## config.mk

```make
export PLATFORM = sky130hd
export DESIGN_NAME = pipe_hazard_ctrl
export DESIGN_NICKNAME = d
export VERILOG_FILES = /design/src/rtl/pipe_ctrl_pkg.sv /design/src/rtl/load_use_detect.sv /design/src/rtl/pipe_hazard_ctrl.sv
export SDC_FILE = /design/constraint.sdc
export NUM_CORES = 1
export LEC_CHECK = 0
export BUFFER_PORTS_ARGS = -buffer_cell sky130_fd_sc_hd__buf_2
export CORE_UTILIZATION = 45
export DETAILED_ROUTE_END_ITERATION = 7
export PLACE_DENSITY_LB_ADDON = 0.3
export SYNTH_ARGS = -nofsm -noshare
export SYNTH_HDL_FRONTEND = slang
export SYNTH_HIERARCHICAL = 1
export SYNTH_SLANG_ARGS = --single-unit
```

## constraint.sdc

```tcl
create_clock -name clk -period 6.4 [get_ports clk]
set_input_delay 0.32 -clock clk [delete_from_list [all_inputs] [get_ports clk]]
set_output_delay 0.32 -clock clk [all_outputs]
set_load 0.005 [all_outputs]
```

## src/rtl/pipe_ctrl_pkg.sv

```systemverilog
// ---------------------------------------------------------------------------
// pipe_ctrl_pkg
// Shared definitions for the pipeline hazard controller.
//   state_t         : controller FSM states (RUN, MUL_BUSY)
//   MUL_CYCLES_DEF  : default EX-stage occupancy of a multi-cycle instruction
//   REG_IDX_W       : register-index width (32 architectural registers)
//   CNT_W           : width of the multi-cycle down-counter
// ---------------------------------------------------------------------------
package pipe_ctrl_pkg;

    typedef enum logic {
        RUN      = 1'b0,
        MUL_BUSY = 1'b1
    } state_t;

    localparam int MUL_CYCLES_DEF = 4;
    localparam int REG_IDX_W      = 5;
    localparam int CNT_W          = 4;

endpackage

```

## src/rtl/load_use_detect.sv

```systemverilog
// ---------------------------------------------------------------------------
// load_use_detect
// Purely combinational load-use hazard comparator. Flags a hazard when the
// instruction in EX is a load writing a non-zero register that the
// instruction in ID reads as either source.
//   i_rs1, i_rs2 : source registers of the ID instruction
//   i_rd         : destination register of the EX instruction
//   i_memread    : EX instruction is a load
//   o_hazard     : load-use hazard present
// ---------------------------------------------------------------------------
module load_use_detect
    import pipe_ctrl_pkg::*;
(
    input  logic [REG_IDX_W-1:0] i_rs1,
    input  logic [REG_IDX_W-1:0] i_rs2,
    input  logic [REG_IDX_W-1:0] i_rd,
    input  logic                 i_memread,
    output logic                 o_hazard
);

    logic w_rd_nonzero;
    logic w_match;

    // x0 is hard-wired to zero, so a load "to" x0 never creates a dependency.
    assign w_rd_nonzero = (i_rd != '0);
    assign w_match      = (i_rd == i_rs1) || (i_rd == i_rs2);
    assign o_hazard     = i_memread && w_rd_nonzero && w_match;

endmodule

```

## src/rtl/pipe_hazard_ctrl.sv

```systemverilog
// ---------------------------------------------------------------------------
// pipe_hazard_ctrl
// Stall/flush controller for a 5-stage pipeline. Handles, highest priority
// first: a global memory freeze, multi-cycle (mul/div) EX occupancy, taken
// branch flush, and load-use bubbles.
//
// Ports
//   clk, rst         : clock, asynchronous active-high reset
//   id_rs1, id_rs2   : ID-stage source registers
//   ex_rd            : EX-stage destination register
//   ex_memread       : EX instruction is a load
//   ex_mul           : EX instruction is multi-cycle
//   ex_branch_taken  : EX branch resolved taken
//   mem_busy         : data memory not ready, freeze everything
//   *_load           : load enables for PC and IF/ID, ID/EX, EX/MEM, MEM/WB
//   *_flush          : insert a bubble into that register on the next edge
//   stall            : NOT pc_load
//   stall_cycles     : running count of cycles with stall=1 (wraps)
//   dbg_state        : current FSM state, for observation only
//
// All load/flush outputs are combinational from state, counter and inputs;
// only the FSM, the down-counter and stall_cycles are registered.
// MUL_CYCLES legal range is 2..16.
// ---------------------------------------------------------------------------
module pipe_hazard_ctrl
    import pipe_ctrl_pkg::*;
#(
    parameter int MUL_CYCLES = MUL_CYCLES_DEF
) (
    input  logic                 clk,
    input  logic                 rst,
    input  logic [REG_IDX_W-1:0] id_rs1,
    input  logic [REG_IDX_W-1:0] id_rs2,
    input  logic [REG_IDX_W-1:0] ex_rd,
    input  logic                 ex_memread,
    input  logic                 ex_mul,
    input  logic                 ex_branch_taken,
    input  logic                 mem_busy,
    output logic                 pc_load,
    output logic                 ifid_load,
    output logic                 idex_load,
    output logic                 exmem_load,
    output logic                 memwb_load,
    output logic                 ifid_flush,
    output logic                 idex_flush,
    output logic                 exmem_flush,
    output logic                 stall,
    output logic [31:0]          stall_cycles,
    output state_t               dbg_state
);

    // The entry cycle is itself one stall cycle, so the counter covers the
    // remaining MUL_CYCLES-2 stalls before the release cycle.
    localparam logic [CNT_W-1:0] CNT_LOAD = CNT_W'(MUL_CYCLES - 2);

    state_t           r_state;
    state_t           w_state_nxt;
    logic [CNT_W-1:0] r_cnt;
    logic [CNT_W-1:0] w_cnt_nxt;
    logic [31:0]      r_stall_cycles;
    logic             w_load_use;

    load_use_detect u_load_use_detect (
        .i_rs1     (id_rs1),
        .i_rs2     (id_rs2),
        .i_rd      (ex_rd),
        .i_memread (ex_memread),
        .o_hazard  (w_load_use)
    );

    always_comb begin
        // Default: RUN, no hazard -- everything advances, nothing flushed.
        pc_load     = 1'b1;
        ifid_load   = 1'b1;
        idex_load   = 1'b1;
        exmem_load  = 1'b1;
        memwb_load  = 1'b1;
        ifid_flush  = 1'b0;
        idex_flush  = 1'b0;
        exmem_flush = 1'b0;
        w_state_nxt = r_state;
        w_cnt_nxt   = r_cnt;

        if (mem_busy) begin
            // Global freeze: nothing moves, FSM and counter hold.
            pc_load    = 1'b0;
            ifid_load  = 1'b0;
            idex_load  = 1'b0;
            exmem_load = 1'b0;
            memwb_load = 1'b0;
        end else if (r_state == MUL_BUSY) begin
            if (r_cnt != '0) begin
                // Hold PC..ID/EX, feed bubbles into EX/MEM while EX is busy.
                pc_load     = 1'b0;
                ifid_load   = 1'b0;
                idex_load   = 1'b0;
                exmem_flush = 1'b1;
                w_cnt_nxt   = r_cnt - 1'b1;
            end else begin
                // Release cycle: the instruction leaves EX. A following
                // ex_mul is only seen as a fresh entry next cycle.
                w_state_nxt = RUN;
            end
        end else if (ex_mul) begin
            pc_load     = 1'b0;
            ifid_load   = 1'b0;
            idex_load   = 1'b0;
            exmem_flush = 1'b1;
            w_state_nxt = MUL_BUSY;
            w_cnt_nxt   = CNT_LOAD;
            // MUL_CYCLES == 2 loads zero: one stall, then release.
        end else if (ex_branch_taken) begin
            ifid_flush = 1'b1;
            idex_flush = 1'b1;
        end else if (w_load_use) begin
            // Hold PC and IF/ID, push one bubble into ID/EX.
            pc_load    = 1'b0;
            ifid_load  = 1'b0;
            idex_flush = 1'b1;
        end
    end

    assign stall = ~pc_load;

    always_ff @(posedge clk or posedge rst) begin
        if (rst) begin
            r_state        <= RUN;
            r_cnt          <= '0;
            r_stall_cycles <= '0;
        end else begin
            r_state <= w_state_nxt;
            r_cnt   <= w_cnt_nxt;
            if (stall) begin
                r_stall_cycles <= r_stall_cycles + 32'd1;
            end
        end
    end

    assign stall_cycles = r_stall_cycles;
    assign dbg_state    = r_state;

endmodule
```

==> results of run 1 <==
==> layout by cell type (no fill, tap or decap), types with 2 or more instances in the layout <==
master                      Yosys  layout
sky130_fd_sc_hd__nor2_1        10      10
sky130_fd_sc_hd__and4_1         4       4
sky130_fd_sc_hd__nor4_1         3       3
sky130_fd_sc_hd__ha_1           3       3
sky130_fd_sc_hd__bufinv_16      0       2
sky130_fd_sc_hd__nand3_1       14      14
sky130_fd_sc_hd__and2_1         3       3
sky130_fd_sc_hd__nand4_1        9       9
sky130_fd_sc_hd__clkbuf_8       0       5
sky130_fd_sc_hd__dfrtp_1       37      37
sky130_fd_sc_hd__nor3_1         7       7
sky130_fd_sc_hd__nand2_1       11      11
sky130_fd_sc_hd__xnor2_1       23      23
sky130_fd_sc_hd__buf_2          0      62
sky130_fd_sc_hd__xor2_1        20      20
sky130_fd_sc_hd__and3_1         5       5
sky130_fd_sc_hd__inv_1          8       8
sky130_fd_sc_hd__a2111oi_4      2       2
sky130_fd_sc_hd__a21oi_1        3       3
==> sequential cells by signal, indices dropped and copies added (netlist names) <==
signal        count
stall_cycles     32
dbg_state         1
r_cnt             4
==> cell usage after synthesis <==
| master | instances | area share |
|---|---|---|
| sky130_fd_sc_hd__clkbuf_1 | 1 | 0.0019 |
| sky130_fd_sc_hd__mux2_4 | 1 | 0.0077 |
| sky130_fd_sc_hd__a21oi_1 | 3 | 0.0077 |
| sky130_fd_sc_hd__a31oi_1 | 1 | 0.0032 |
| sky130_fd_sc_hd__a211oi_4 | 1 | 0.010 |
| sky130_fd_sc_hd__dfrtp_1 | 37 | 0.47 |
| sky130_fd_sc_hd__and2_1 | 3 | 0.0096 |
| sky130_fd_sc_hd__and4_1 | 4 | 0.018 |
| sky130_fd_sc_hd__nand4_1 | 9 | 0.029 |
| sky130_fd_sc_hd__xor2_1 | 20 | 0.089 |
| sky130_fd_sc_hd__clkbuf_2 | 1 | 0.0025 |
| sky130_fd_sc_hd__nor2b_1 | 1 | 0.0032 |
| sky130_fd_sc_hd__nand3_1 | 14 | 0.036 |
| sky130_fd_sc_hd__nand2_2 | 1 | 0.0032 |
| sky130_fd_sc_hd__o21a_1 | 1 | 0.0038 |
| sky130_fd_sc_hd__nor2_1 | 10 | 0.019 |
| sky130_fd_sc_hd__nand4_2 | 1 | 0.0064 |
| sky130_fd_sc_hd__ha_1 | 3 | 0.019 |
| sky130_fd_sc_hd__and3_1 | 5 | 0.016 |
| sky130_fd_sc_hd__nor4_1 | 3 | 0.0096 |
| sky130_fd_sc_hd__o211ai_1 | 1 | 0.0038 |
| sky130_fd_sc_hd__nand2b_1 | 1 | 0.0032 |
| sky130_fd_sc_hd__nor3_1 | 7 | 0.018 |
| sky130_fd_sc_hd__inv_1 | 8 | 0.015 |
| sky130_fd_sc_hd__or4_1 | 1 | 0.0038 |
| sky130_fd_sc_hd__a2111oi_4 | 2 | 0.028 |
| sky130_fd_sc_hd__o21ai_1 | 1 | 0.0025 |
| sky130_fd_sc_hd__nand2_1 | 11 | 0.021 |
| sky130_fd_sc_hd__or4b_4 | 1 | 0.0070 |
| sky130_fd_sc_hd__a21o_2 | 1 | 0.0045 |
| sky130_fd_sc_hd__buf_4 | 2 | 0.0077 |
| sky130_fd_sc_hd__xnor2_1 | 23 | 0.10 |
| sky130_fd_sc_hd__mux2i_1 | 1 | 0.0051 |
| sky130_fd_sc_hd__or3b_4 | 1 | 0.0057 |
| sky130_fd_sc_hd__a211o_2 | 1 | 0.0051 |
==> worst max-delay path, cell delays in order (launching register included) <==
cell and delay (ps):
sky130_fd_sc_hd__dfrtp_1 410, sky130_fd_sc_hd__inv_1 90, sky130_fd_sc_hd__ha_1 150, sky130_fd_sc_hd__or3b_4 390, sky130_fd_sc_hd__a211oi_4 520, sky130_fd_sc_hd__nand2_2 260
sky130_fd_sc_hd__inv_1 130, sky130_fd_sc_hd__buf_2 120
==> layer usage <==
metal	track usage	vias up	part of all wire
li1	-	766	-
met1	0.247	726	0.47
met2	0.299	50	0.45
met3	0.0567	6	0.065
met4	0.0781	0	0.015
met5	0	-	0
==> through the flow <==
stage               instance area, um2  cells  worst slack (ps)  hold WS [ps]   util
floorplan                         1960    182              4160           411      -
global placement                  2320    291              3990           451  0.567
detailed placement                2320    291              3920           456  0.567
CTS                               2450    299              3710           127  0.600
global route                      2450    299              3570           165  0.600
finish                            2450    299              3710           108  0.600
==> worst min path at each step <==
stage	from	end	slack (ps)	cells after the start
3_5_place_dp	rst	stall_cycles[25]$_DFFE_PP0N_	460	3
2_1_floorplan	mem_busy	dbg_state$_DFFE_PP0N_	410	1
4_1_cts	rst	stall_cycles[25]$_DFFE_PP0N_	130	3
5_1_grt	rst	r_cnt[1]$_DFFE_PP0P_	160	3
3_3_place_gp	rst	r_cnt[1]$_DFFE_PP0P_	450	3
6_report	rst	r_cnt[1]$_DFFE_PP0P_	110	3
==> final cells by class <==
class,instances,area [um2]
fill,361,1630
multi-input combinational,133,982
sequential,37,926
timing repair buffer,63,318
clock buffer,5,68.8
clock inverter,3,65.1
tap,50,62.6
inverter,8,30.0
==> where the power goes <==
part / internal, W / switching (W)
Combinational: 0.000103 / 0.000111
Clock: 0.000155 / 0.0000852
Sequential: 0.000276 / 0.0000546
Total: 0.000534 / 0.000251
==> logic make-up (layout without fill, tap and decap cells) <==
logic type | Yosys count | after routing
simple gates | 73 | 73
xor+xnor | 43 | 43
flops | 37 | 37
compound gates | 12 | 12
buf+inv | 12 | 79
fa+ha+maj | 3 | 3
mux | 2 | 2
==> results.txt, run 1 <==
----------------------------------------------------
[STA]
  Highest Clock Rate ... 372 MHz
  Ratio of final minimum period to clock period ... 0.420
  Hold violation count in the final report ... 0
  Final setup fails ... 0
  Maximum clock skew at final layout ... 6.48 ps
  Actual slew at the worst max-slew pin ... 723 ps
  Unrepaired setup endpoints after global routing ... no
  Clock period minus worst slack ... 2690 ps
  Worst slew margin ... 0.516
  Aggregate negative setup slack ... 0 ps
  Total count of max-transition violations in the final report ... 0

[Place]
  Number of buffer cells added on primary ports ... 62
  Sum of net half-perimeters after detailed placement ... 3.07 mm
  Final weighted congestion of routability-driven global placement ... 0.746

[Power and ir drop]
  Static power due to leakage ... 1.13 nW
  Total power divided by cell area ... 320 mW/mm2
  Total power ... 0.000785 W
  Worst IR Drop VDD ... 0.167 mV

[Clocking]
  # hold bufs at CTS ... 0
  Setup repair bufs after CTS ... 0
  Clock tree root driver cell ... sky130_fd_sc_hd__clkbuf_8
  Clock network latency to the later pin of the worst-skew pair ... 290 ps
  Clock buffer count from CTS ... 5
  Clock-pin slew reported for the worst setup and hold paths after clock tree synthesis ... 80 ps
  CTS tree ... built
  Buffer depth of the longest clock path ... 2
  Clock sink total ... 37
  CTS H-tree lvls ... 2
  Post-CTS resize count ... 0

[Run status]
  Run status ... finished clean

[Yosys]
  Synthesized-area fraction occupied by ao, oa, aoi and oai cells ... 0.0689
  Post-synthesis share of cell area spent on full adders, half adders and majority gates ... 0.0191
  Total standard cell area after synthesis ... 0.00196 mm2
  Average footprint of a synthesized cell ... 10.8 um2
  Proportion of synthesized area in mux cells ... 0.0128
  Number of storage elements in the synthesis netlist ... 37
  Post-synthesis net count ... 206
  Main combinational cell family by area after synthesis ... simple AND/OR/NAND/NOR gates
  Area share of xor/xnor cells in the synthesized design ... 0.192
  Number of standard cells after synthesis ... 182
  Yosys Warn Count ... 6
  Sequential cell area fraction in the yosys report ... 0.472
  Synth unique cells ... 35
  Area share of and/or/nand/nor cells after synthesis ... 0.208

[Hold path]
  Class of the tightest hold or removal check ... primary input to async pin

[Run]
  Max-cap violations ... 0

[Global route]
  Global-route congestion overflow total ... 0
  Tot GR Track Use ... 0.191
  Via count of the first global-routing pass ... 1402
  Global-route wire length before repair ... 6.29 mm
  Pin count of the biggest net entering global routing ... 38
  Number of antenna violations at the first check in global routing ... 0

[Setup path]
  FF-to-FF End ... stall_cycles[1]$_DFFE_PP0N_
  Crit. End Element ... output pin
  Critical path launch point ... r_cnt[0]$_DFFE_PP0P_
  FF-to-FF Start ... r_cnt[0]$_DFFE_PP0P_
  Arrival time worst endpoint ... 2370 ps
  Capture point of the critical path ... ifid_load
  FF-to-FF setup slack ... 4100 ps
  Highest fanout seen on the critical path ... 10
  Crit path launch type ... flip-flop
  Required time reported for the critical path endpoint ... 6080 ps
  Worst Setup Path Type ... flip-flop to output pin
  Worst Reg2Reg Path Length in Cells ... 6

[Floorplanning]
  Effective utilization at floorplan ... 0.480
  Core ar. ... 0.00409 mm2
  Die extent in x ... 68.0 um
  Row cnt ... 23
  Area enclosed by the die boundary ... 0.00463 mm2
  Die span in y ... 68.0 um
  Top-level port count ... 63

[Route]
  Initial detailed-routing violation count ... 39
  Number of design rule violations left after detail routing ... 0
  Via count of the routed design ... 1548
  Average wire per cell in the routed design ... 13.8 um
  Remaining number of nets flagged by the antenna check after routing ... 0
  Pre-antenna DRT Iters ... 4
  Via-to-Cell Ratio ... 5.18
  Total wire length after detailed routing ... 4.11 mm

[Layout]
  Share of final-layout standard cells stronger than drive strength 1 ... 0.325
  N_diodes ... 0
  Post-layout net count ... 272
  Growth of design area from synthesis to finish ... 25.0%

----------------------------------------------------
No activity file was read; power rests on OpenSTA's default activity.
==> inputs of run 2 (changes only) <==
--- a/config.mk
+++ b/config.mk
@@ -5,6 +5,7 @@
 export SDC_FILE = /design/constraint.sdc
 export NUM_CORES = 1
 export LEC_CHECK = 0
+export ABC_AREA = 1
 export BUFFER_PORTS_ARGS = -buffer_cell sky130_fd_sc_hd__buf_2
 export CORE_UTILIZATION = 45
 export DETAILED_ROUTE_END_ITERATION = 7
==> constraint.sdc (replaced) <==
create_clock -name clk -period 2.8 [get_ports clk]
set_input_delay 0.14 -clock clk [delete_from_list [all_inputs] [get_ports clk]]
set_output_delay 0.14 -clock clk [all_outputs]
set_load 0.005 [all_outputs]
==> results.txt, run 2 <==
----------------------------------------------------
[Yosys]
  Top-count cell post-synth ... sky130_fd_sc_hd__nand2_1 (was sky130_fd_sc_hd__dfrtp_1)
  Biggest area contributors in the synthesized netlist ... sky130_fd_sc_hd__dfrtp_1, sky130_fd_sc_hd__nand2_1, sky130_fd_sc_hd__inv_1 (was sky130_fd_sc_hd__dfrtp_1, sky130_fd_sc_hd__xnor2_1, sky130_fd_sc_hd__xor2_1)
  Post-synth top cells ... sky130_fd_sc_hd__nand2_1, sky130_fd_sc_hd__inv_1, sky130_fd_sc_hd__nor2_1 (was sky130_fd_sc_hd__dfrtp_1, sky130_fd_sc_hd__xnor2_1, sky130_fd_sc_hd__xor2_1)
  Number of storage elements in the synthesis netlist ... 37 (unchanged)
  Post-synth EDFFs ... 0 (unchanged)
  Synth unique cells ... 23 (was 35)
  Average footprint of a synthesized cell ... 6.80 um2 (was 10.8 um2)
  Total standard cell area after synthesis ... 0.00249 mm2 (was 0.00196 mm2)
  Synth Flop Type ... sky130_fd_sc_hd__dfrtp_1 (unchanged)
  Cell type contributing the most total cell area after synthesis ... sky130_fd_sc_hd__dfrtp_1 (unchanged)
  Number of standard cells after synthesis ... 366 (was 182)
  Post-synthesis net count ... 390 (was 206)
  Fraction of post-synthesis cell area in the top cell type by area ... 0.372 (was 0.472)
  Sequential cell area fraction in the yosys report ... 0.372 (was 0.472)
  Ys async rst share ... 1.00 (unchanged)
  Yosys Warn Count ... 6 (unchanged)

[STA]
  Final setup fails ... 0 (unchanged)
  Ratio of final minimum period to clock period ... 0.777
  Highest Clock Rate ... 459 MHz
  Clock period minus worst slack ... 2180 ps
  Maximum clock skew at final layout ... 3.99 ps (was 6.48 ps)
  Unrepaired setup endpoints after global routing ... no (unchanged)
  Aggregate negative setup slack ... 0 ps (unchanged)
  Total count of max-transition violations in the final report ... 0 (unchanged)
  Worst Hold Margin ... 247 ps (was 108 ps)
  Hold violation count in the final report ... 0 (unchanged)
  Worst slew margin ... 0.599 (was 0.516)
  Actual slew at the worst max-slew pin ... 602 ps (was 723 ps)

[Floorplanning]
  Top-level port count ... 63 (unchanged)
  Core ar. ... 0.00520 mm2 (was 0.00409 mm2)
  Area enclosed by the die boundary ... 0.00583 mm2 (was 0.00463 mm2)
  Effective utilization at floorplan ... 0.478 (was 0.480)
  Row cnt ... 26 (was 23)
  Die span in y ... 76.3 um (was 68.0 um)
  Die extent in x ... 76.3 um (was 68.0 um)

[Power and ir drop]
  Sequential power share ... 0.384 (was 0.421)
  Internal power consumption ... 0.00127 W (was 0.000534 W)
  Switch share ... 0.372 (was 0.319)
  Total power divided by cell area ... 677 mW/mm2 (was 320 mW/mm2)
  Power share of the combinational group ... 0.341 (was 0.273)
  Part of the power in the clock network ... 0.275 (was 0.306)
  Worst IR Drop VDD ... 0.318 mV (was 0.167 mV)
  Static power due to leakage ... 1.60 nW (was 1.13 nW)
  Sw power ... 0.000750 W (was 0.000251 W)

[Route]
  Pre-antenna DRT Iters ... 4 (unchanged)
  Number of design rule violations left after detail routing ... 0 (unchanged)
  Remaining number of nets flagged by the antenna check after routing ... 0 (unchanged)
  Total wire length after detailed routing ... 5.43 mm (was 4.11 mm)
  Initial detailed-routing violation count ... 144 (was 39)
  Average wire per cell in the routed design ... 10.8 um (was 13.8 um)
  Via count of the routed design ... 2382 (was 1548)
  Via-to-Cell Ratio ... 4.75 (was 5.18)

[Setup path]
  Longest individual stage delay on the worst path ... 470 ps (was 520 ps)
  Cell-by-cell listing of the critical path ... inv_1, ha_1, nand2_1, nand2_1, nand3_4, inv_1, buf_2 (was inv_1, ha_1, or3b_4, a211oi_4, nand2_2, inv_1, buf_2)
  Worst Setup Path Type ... flip-flop to output pin (unchanged)
  Worst Reg2Reg Path Length in Cells ... 7 (was 6)
  Required time reported for the critical path endpoint ... 2660 ps (was 6080 ps)
  Highest-delay cell along the critical path ... sky130_fd_sc_hd__nand3_4 (was sky130_fd_sc_hd__a211oi_4)
  Crit path launch type ... flip-flop (unchanged)
  Crit. End Element ... output pin (unchanged)
  Highest fanout seen on the critical path ... 51 (was 10)
  Arrival time worst endpoint ... 2040 ps (was 2370 ps)

[Hold path]
  Cell count of the worst hold path ... 3
  Class of the tightest hold or removal check ... primary input to flip-flop (was primary input to async pin)

[Place]
  Number of buffer cells added on primary ports ... 62 (unchanged)
  Final weighted congestion of routability-driven global placement ... 0.801 (was 0.746)
  Sum of net half-perimeters after detailed placement ... 4.14 mm (was 3.07 mm)

[Global route]
  Global-route wire length before repair ... 9.57 mm (was 6.29 mm)
  Global-route congestion overflow total ... 0 (unchanged)
  Tot GR Track Use ... 0.202 (was 0.191)
  Number of antenna violations at the first check in global routing ... 0 (unchanged)
  Via count of the first global-routing pass ... 2240 (was 1402)
  Pin count of the biggest net entering global routing ... 52 (was 38)

[Run status]
  Run status ... finished clean (unchanged)

[Layout]
  Most common cell after layout, fill and taps aside ... sky130_fd_sc_hd__nand2_1 (was sky130_fd_sc_hd__buf_2)
  Most frequent cells in the layout ... sky130_fd_sc_hd__nand2_1, sky130_fd_sc_hd__buf_2, sky130_fd_sc_hd__inv_1 (was sky130_fd_sc_hd__buf_2, sky130_fd_sc_hd__dfrtp_1, sky130_fd_sc_hd__xnor2_1)
  Number of fill cells in the layout ... 520 (was 361)
  Growth of design area from synthesis to finish ... 19.8% (was 25.0%)
  Combined flip-flop and latch cell area ... 926 um2 (unchanged)
  Post-layout net count ... 454 (was 272)
  N_diodes ... 0 (unchanged)
  Area taken by multi-input logic gates ... 0.00128 mm2 (was 982 um2)
  Number of flip-flops in the largest register ... 32 (unchanged)
  Share of final-layout standard cells stronger than drive strength 1 ... 0.230 (was 0.325)

[Run]
  Max-cap violations ... 0 (unchanged)

[Clocking]
  CTS H-tree lvls ... 2 (unchanged)
  Clock-pin slew reported for the worst setup and hold paths after clock tree synthesis ... 70 ps (was 80 ps)
  Setup repair bufs after CTS ... 0 (unchanged)
  Clock network latency to the later pin of the worst-skew pair ... 290 ps (about the same)
  CTS tree ... built (unchanged)
  Clock sink total ... 37 (unchanged)
  # hold bufs at CTS ... 1 (was 0)
  Buffer depth of the longest clock path ... 2 (unchanged)
  Post-CTS resize count ... 0 (unchanged)
  Clock tree root driver cell ... sky130_fd_sc_hd__clkbuf_8 (unchanged)
  Clock buffer count from CTS ... 5 (unchanged)

----------------------------------------------------
[run 2: cell families (layout without fill, tap and decap cells)]
kind of cell / count (synthesis) / after routing / share of synthesized area
AO/OA/AOI/OAI: 9 / 9 / 0.0196
XOR/XNOR: 19 / 19 / 0.0669
adder cells (fa/ha/maj): 3 / 3 / 0.0151
buffers and inverters: 67 / 132 / 0.114
flip-flops: 37 / 37 / 0.372
AND/OR/NAND/NOR: 231 / 231 / 0.412
[run 2: worst max-delay path, delay by kind of cell, from the launching register on]
family	cells	cell delay [ps]
adders and majority gates	1	170
buffers and inverters	3	590
DFF	1	360
and+or+nand+nor	3	630
[run 2: path summary, 6_finish.rpt]
| kind | from | to | slack (ps) |
|---|---|---|---|
| min in group asynchronous | rst | stall_cycles[30]$_DFFE_PP0N_ | 490 |
| max reg2reg | r_cnt[0]$_DFFE_PP0P_ | stall_cycles[6]$_DFFE_PP0N_ | 970 |
| max | r_cnt[0]$_DFFE_PP0P_ | pc_load | 620 |
| max in group asynchronous | rst | stall_cycles[18]$_DFFE_PP0N_ | 1990 |
| min | mem_busy | dbg_state$_DFFE_PP0N_ | 250 |
| min reg2reg | stall_cycles[31]$_DFFE_PP0N_ | stall_cycles[31]$_DFFE_PP0N_ | 510 |
[run 2: final cells by class]
cell class              count  area share
multi-input cells         262       0.429
flip-flops and latches     37       0.311
repair buffers             64       0.110
inverters                  60      0.0756
well taps                  70      0.0294
clock buffers               5      0.0231
clock inverters             3      0.0218
[run 2: power groups by stage]
stage                     clock [W]  sequential, W  combinational (W)
after floorplan                   0       0.000765           0.000515
after global placement            0       0.000778           0.000672
after detailed placement          0       0.000783           0.000693
after CTS                  0.000559       0.000773           0.000699
after global routing       0.000582       0.000798           0.000791
final                      0.000554       0.000775           0.000688
[run 2: per-stage QoR]
stage / worst slack [ps] / util / std cells / total power [W] / cell area (um2)
6_report: 623 / 0.572 / 501 / 0.00202 / 2980
5_1_grt: 417 / 0.572 / 501 / 0.00217 / 2980
4_1_cts: 601 / 0.572 / 501 / 0.00203 / 2980
3_5_place_dp: 884 / 0.545 / 492 / 0.00148 / 2840
3_3_place_gp: 955 / 0.545 / 492 / 0.00145 / 2840
2_1_floorplan: 1400 / - / 366 / 0.00128 / 2490
[run 2: layer usage]
| layer | GRT usage | up-vias | wire (um) |
|---|---|---|---|
| met2 | 0.357 | 60 | 2660 |
| met5 | 0 | - | 0 |
| met1 | 0.246 | 1076 | 2430 |
| met4 | 0.0692 | 0 | 71 |
| li1 | - | 1240 | - |
| met3 | 0.0395 | 6 | 272 |
==> inputs of run 3 (changes only) <==
==> constraint.sdc (replaced) <==
create_clock -name clk -period 1.9 [get_ports clk]
set_input_delay 0.095 -clock clk [delete_from_list [all_inputs] [get_ports clk]]
set_output_delay 0.095 -clock clk [all_outputs]
set_load 0.005 [all_outputs]
==> results.txt, run 3 (synthesized netlist as in run 2, its figures left out) <==
----------------------------------------------------
[Run status]
  Run status ... finished clean (unchanged)

[Hold path]
  Hold Startpoint ... mem_busy (unchanged)
  Class of the tightest hold or removal check ... primary input to flip-flop (unchanged)
  Capture endpoint of the worst hold path ... dbg_state$_DFFE_PP0N_ (unchanged)
  Cell count of the worst hold path ... 3 (unchanged)

[Clocking]
  Buffer depth of the longest clock path ... 2 (unchanged)
  Clock buffer count from CTS ... 5 (unchanged)
  Clock network latency to the later pin of the worst-skew pair ... 290 ps (about the same)
  CTS H-tree lvls ... 2 (unchanged)
  Clock tree root driver cell ... sky130_fd_sc_hd__clkbuf_8 (unchanged)
  Clock-pin slew reported for the worst setup and hold paths after clock tree synthesis ... 70 ps (about the same)
  CTS tree ... built (unchanged)
  Clock sink total ... 37 (unchanged)
  Post-CTS resize count ... 0 (unchanged)

[Place]
  Placed instance area ... 0.00287 mm2 (was 0.00284 mm2)
  Sum of net half-perimeters after detailed placement ... 4.38 mm (was 4.14 mm)
  Final weighted congestion of routability-driven global placement ... 0.841 (was 0.801)
  Number of buffer cells added on primary ports ... 62 (unchanged)

[Setup path]
  FF-to-FF End ... stall_cycles[30]$_DFFE_PP0N_ (was stall_cycles[6]$_DFFE_PP0N_)
  Crit path launch type ... flip-flop (unchanged)
  Highest fanout seen on the critical path ... 16 (was 51)
  Worst Setup Path Type ... flip-flop to output pin (unchanged)
  Arrival time worst endpoint ... 1660 ps (was 2040 ps)
  Crit. End Element ... output pin (unchanged)
  Worst Reg2Reg Path Length in Cells ... 8 (was 7)
  FF-to-FF setup slack ... 360 ps (was 970 ps)
  FF-to-FF Start ... stall_cycles[1]$_DFFE_PP0N_ (was r_cnt[0]$_DFFE_PP0P_)
  Required time reported for the critical path endpoint ... 1800 ps (was 2660 ps)

[Route]
  Via count of the routed design ... 2407 (was 2382)
  Number of design rule violations left after detail routing ... 0 (unchanged)
  Remaining number of nets flagged by the antenna check after routing ... 0 (unchanged)
  Via-to-Cell Ratio ... 4.78 (was 4.75)
  Total wire length after detailed routing ... 5.45 mm (was 5.43 mm)
  Average wire per cell in the routed design ... 10.8 um (about the same)
  Pre-antenna DRT Iters ... 4 (unchanged)
  Initial detailed-routing violation count ... 103 (was 144)

[Layout]
  Most frequent cells in the layout ... sky130_fd_sc_hd__nand2_1, sky130_fd_sc_hd__buf_2, sky130_fd_sc_hd__inv_1 (unchanged)
  Most common cell after layout, fill and taps aside ... sky130_fd_sc_hd__nand2_1 (unchanged)
  Post-layout net count ... 457 (was 454)
  Final non-filler cell area ... 0.00296 mm2 (was 0.00298 mm2)
  Growth of design area from synthesis to finish ... 19.1% (was 19.8%)
  Number of fill cells in the layout ... 514 (was 520)
  N_diodes ... 0 (unchanged)
  Share of final-layout standard cells stronger than drive strength 1 ... 0.233 (was 0.230)
  Number of flip-flops in the largest register ... 32 (unchanged)

[STA]
  Final setup fails ... 0 (unchanged)
  Hold violation count in the final report ... 0 (unchanged)
  Total count of max-transition violations in the final report ... 0 (unchanged)
  Maximum clock skew at final layout ... 8.62 ps (was 3.99 ps)
  Unrepaired setup endpoints after global routing ... no (unchanged)
  Worst Hold Margin ... 225 ps (was 247 ps)
  Highest Clock Rate ... 571 MHz
  Worst slew margin ... 0.688 (was 0.599)
  Ratio of final minimum period to clock period ... 0.921
  Aggregate negative setup slack ... 0 ps (unchanged)
  Clock period minus worst slack ... 1750 ps
  Actual slew at the worst max-slew pin ... 468 ps (was 602 ps)

[Global route]
  Number of antenna violations at the first check in global routing ... 0 (unchanged)
  Pin count of the biggest net entering global routing ... 38 (was 52)
  Via count of the first global-routing pass ... 2279 (was 2240)
  Tot GR Track Use ... 0.206 (was 0.202)
  Global-route congestion overflow total ... 0 (unchanged)
  Global-route wire length before repair ... 9.76 mm (was 9.57 mm)

[Floorplanning]
  Die extent in x ... 76.3 um (unchanged)
  Effective utilization at floorplan ... 0.478 (unchanged)
  Top-level port count ... 63 (unchanged)
  Core ar. ... 0.00520 mm2 (unchanged)
  Row cnt ... 26 (unchanged)
  Area enclosed by the die boundary ... 0.00583 mm2 (unchanged)
  Die span in y ... 76.3 um (unchanged)

[Power and ir drop]
  Worst IR Drop VDD ... 0.451 mV (was 0.318 mV)
  Static power due to leakage ... 1.60 nW (about the same)
  Total power divided by cell area ... 926 mW/mm2 (was 677 mW/mm2)

[Run]
  Max-cap violations ... 0 (unchanged)

----------------------------------------------------
-- run 3: cell count changes in the layout (fill, tap and decap cells not counted) --
cell / delta
sky130_fd_sc_hd__buf_4: +2
sky130_fd_sc_hd__bufinv_16: -2
sky130_fd_sc_hd__buf_12: +1
sky130_fd_sc_hd__clkbuf_1: +1
sky130_fd_sc_hd__clkinv_2: +1
-- run 3: worst max-delay path by stage --
stage,start,to,slack [ps]
after floorplan,stall_cycles[0]$_DFFE_PP0N_,stall_cycles[16]$_DFFE_PP0N_,500
after global routing,r_cnt[0]$_DFFE_PP0P_,stall,30
after global placement,ex_rd[1],stall_cycles[29]$_DFFE_PP0N_,330
after CTS,r_cnt[0]$_DFFE_PP0P_,stall,130
after detailed placement,ex_rd[1],stall_cycles[29]$_DFFE_PP0N_,280
final,r_cnt[0]$_DFFE_PP0P_,stall,150
-- run 3: stage by stage --
stage	util	worst slack, ps	cells	power, W
2_1_floorplan	-	498	366	0.00189
3_3_place_gp	0.551	333	495	0.00220
3_5_place_dp	0.551	280	495	0.00223
4_1_cts	0.569	131	504	0.00277
5_1_grt	0.569	33.2	504	0.00296
6_report	0.569	150	504	0.00274
-- run 3: layout make-up --
type,instances,area (um2),area share
multi-input cells,262,1280,0.432
flip-flops and latches,37,926,0.313
repair buffers,67,363,0.122
inverters,60,225,0.0760
well taps,70,87.6,0.0296
clock buffers,6,72.6,0.0245
clock inverters,2,10.0,0.00338
-- run 3: repair_timing --
action	in CTS	in global routing
setup buffers	0	0
hold endpoints to repair	37	0
hold buffers	1	0
setup endpoints to repair	0	0
-- run 3: critical path: stages, from the launching register on --
cell	delay (ps)
sky130_fd_sc_hd__dfrtp_1	360
sky130_fd_sc_hd__inv_1	120
sky130_fd_sc_hd__ha_1	160
sky130_fd_sc_hd__nand2_1	50
sky130_fd_sc_hd__nand2_1	120
sky130_fd_sc_hd__nand3_4	170
sky130_fd_sc_hd__buf_4	240
sky130_fd_sc_hd__buf_2	140
-- run 3: layer usage --
metal,share of wire,GRT usage,vias up
li1,-,-,1249
met1,0.46,0.259,1097
met2,0.49,0.359,58
met3,0.041,0.0371,3
met4,0.0053,0.0635,0
met5,0,0,-
-- run 3: report_power, final --
part | total (W) | leakage (nW) | switching [W] | internal [W]
clock | 0.000536 | 0.0450 | 0.000282 | 0.000254
sequential | 0.00113 | 0.458 | 0.000178 | 0.000957
combinational | 0.00107 | 1.09 | 0.000638 | 0.000435
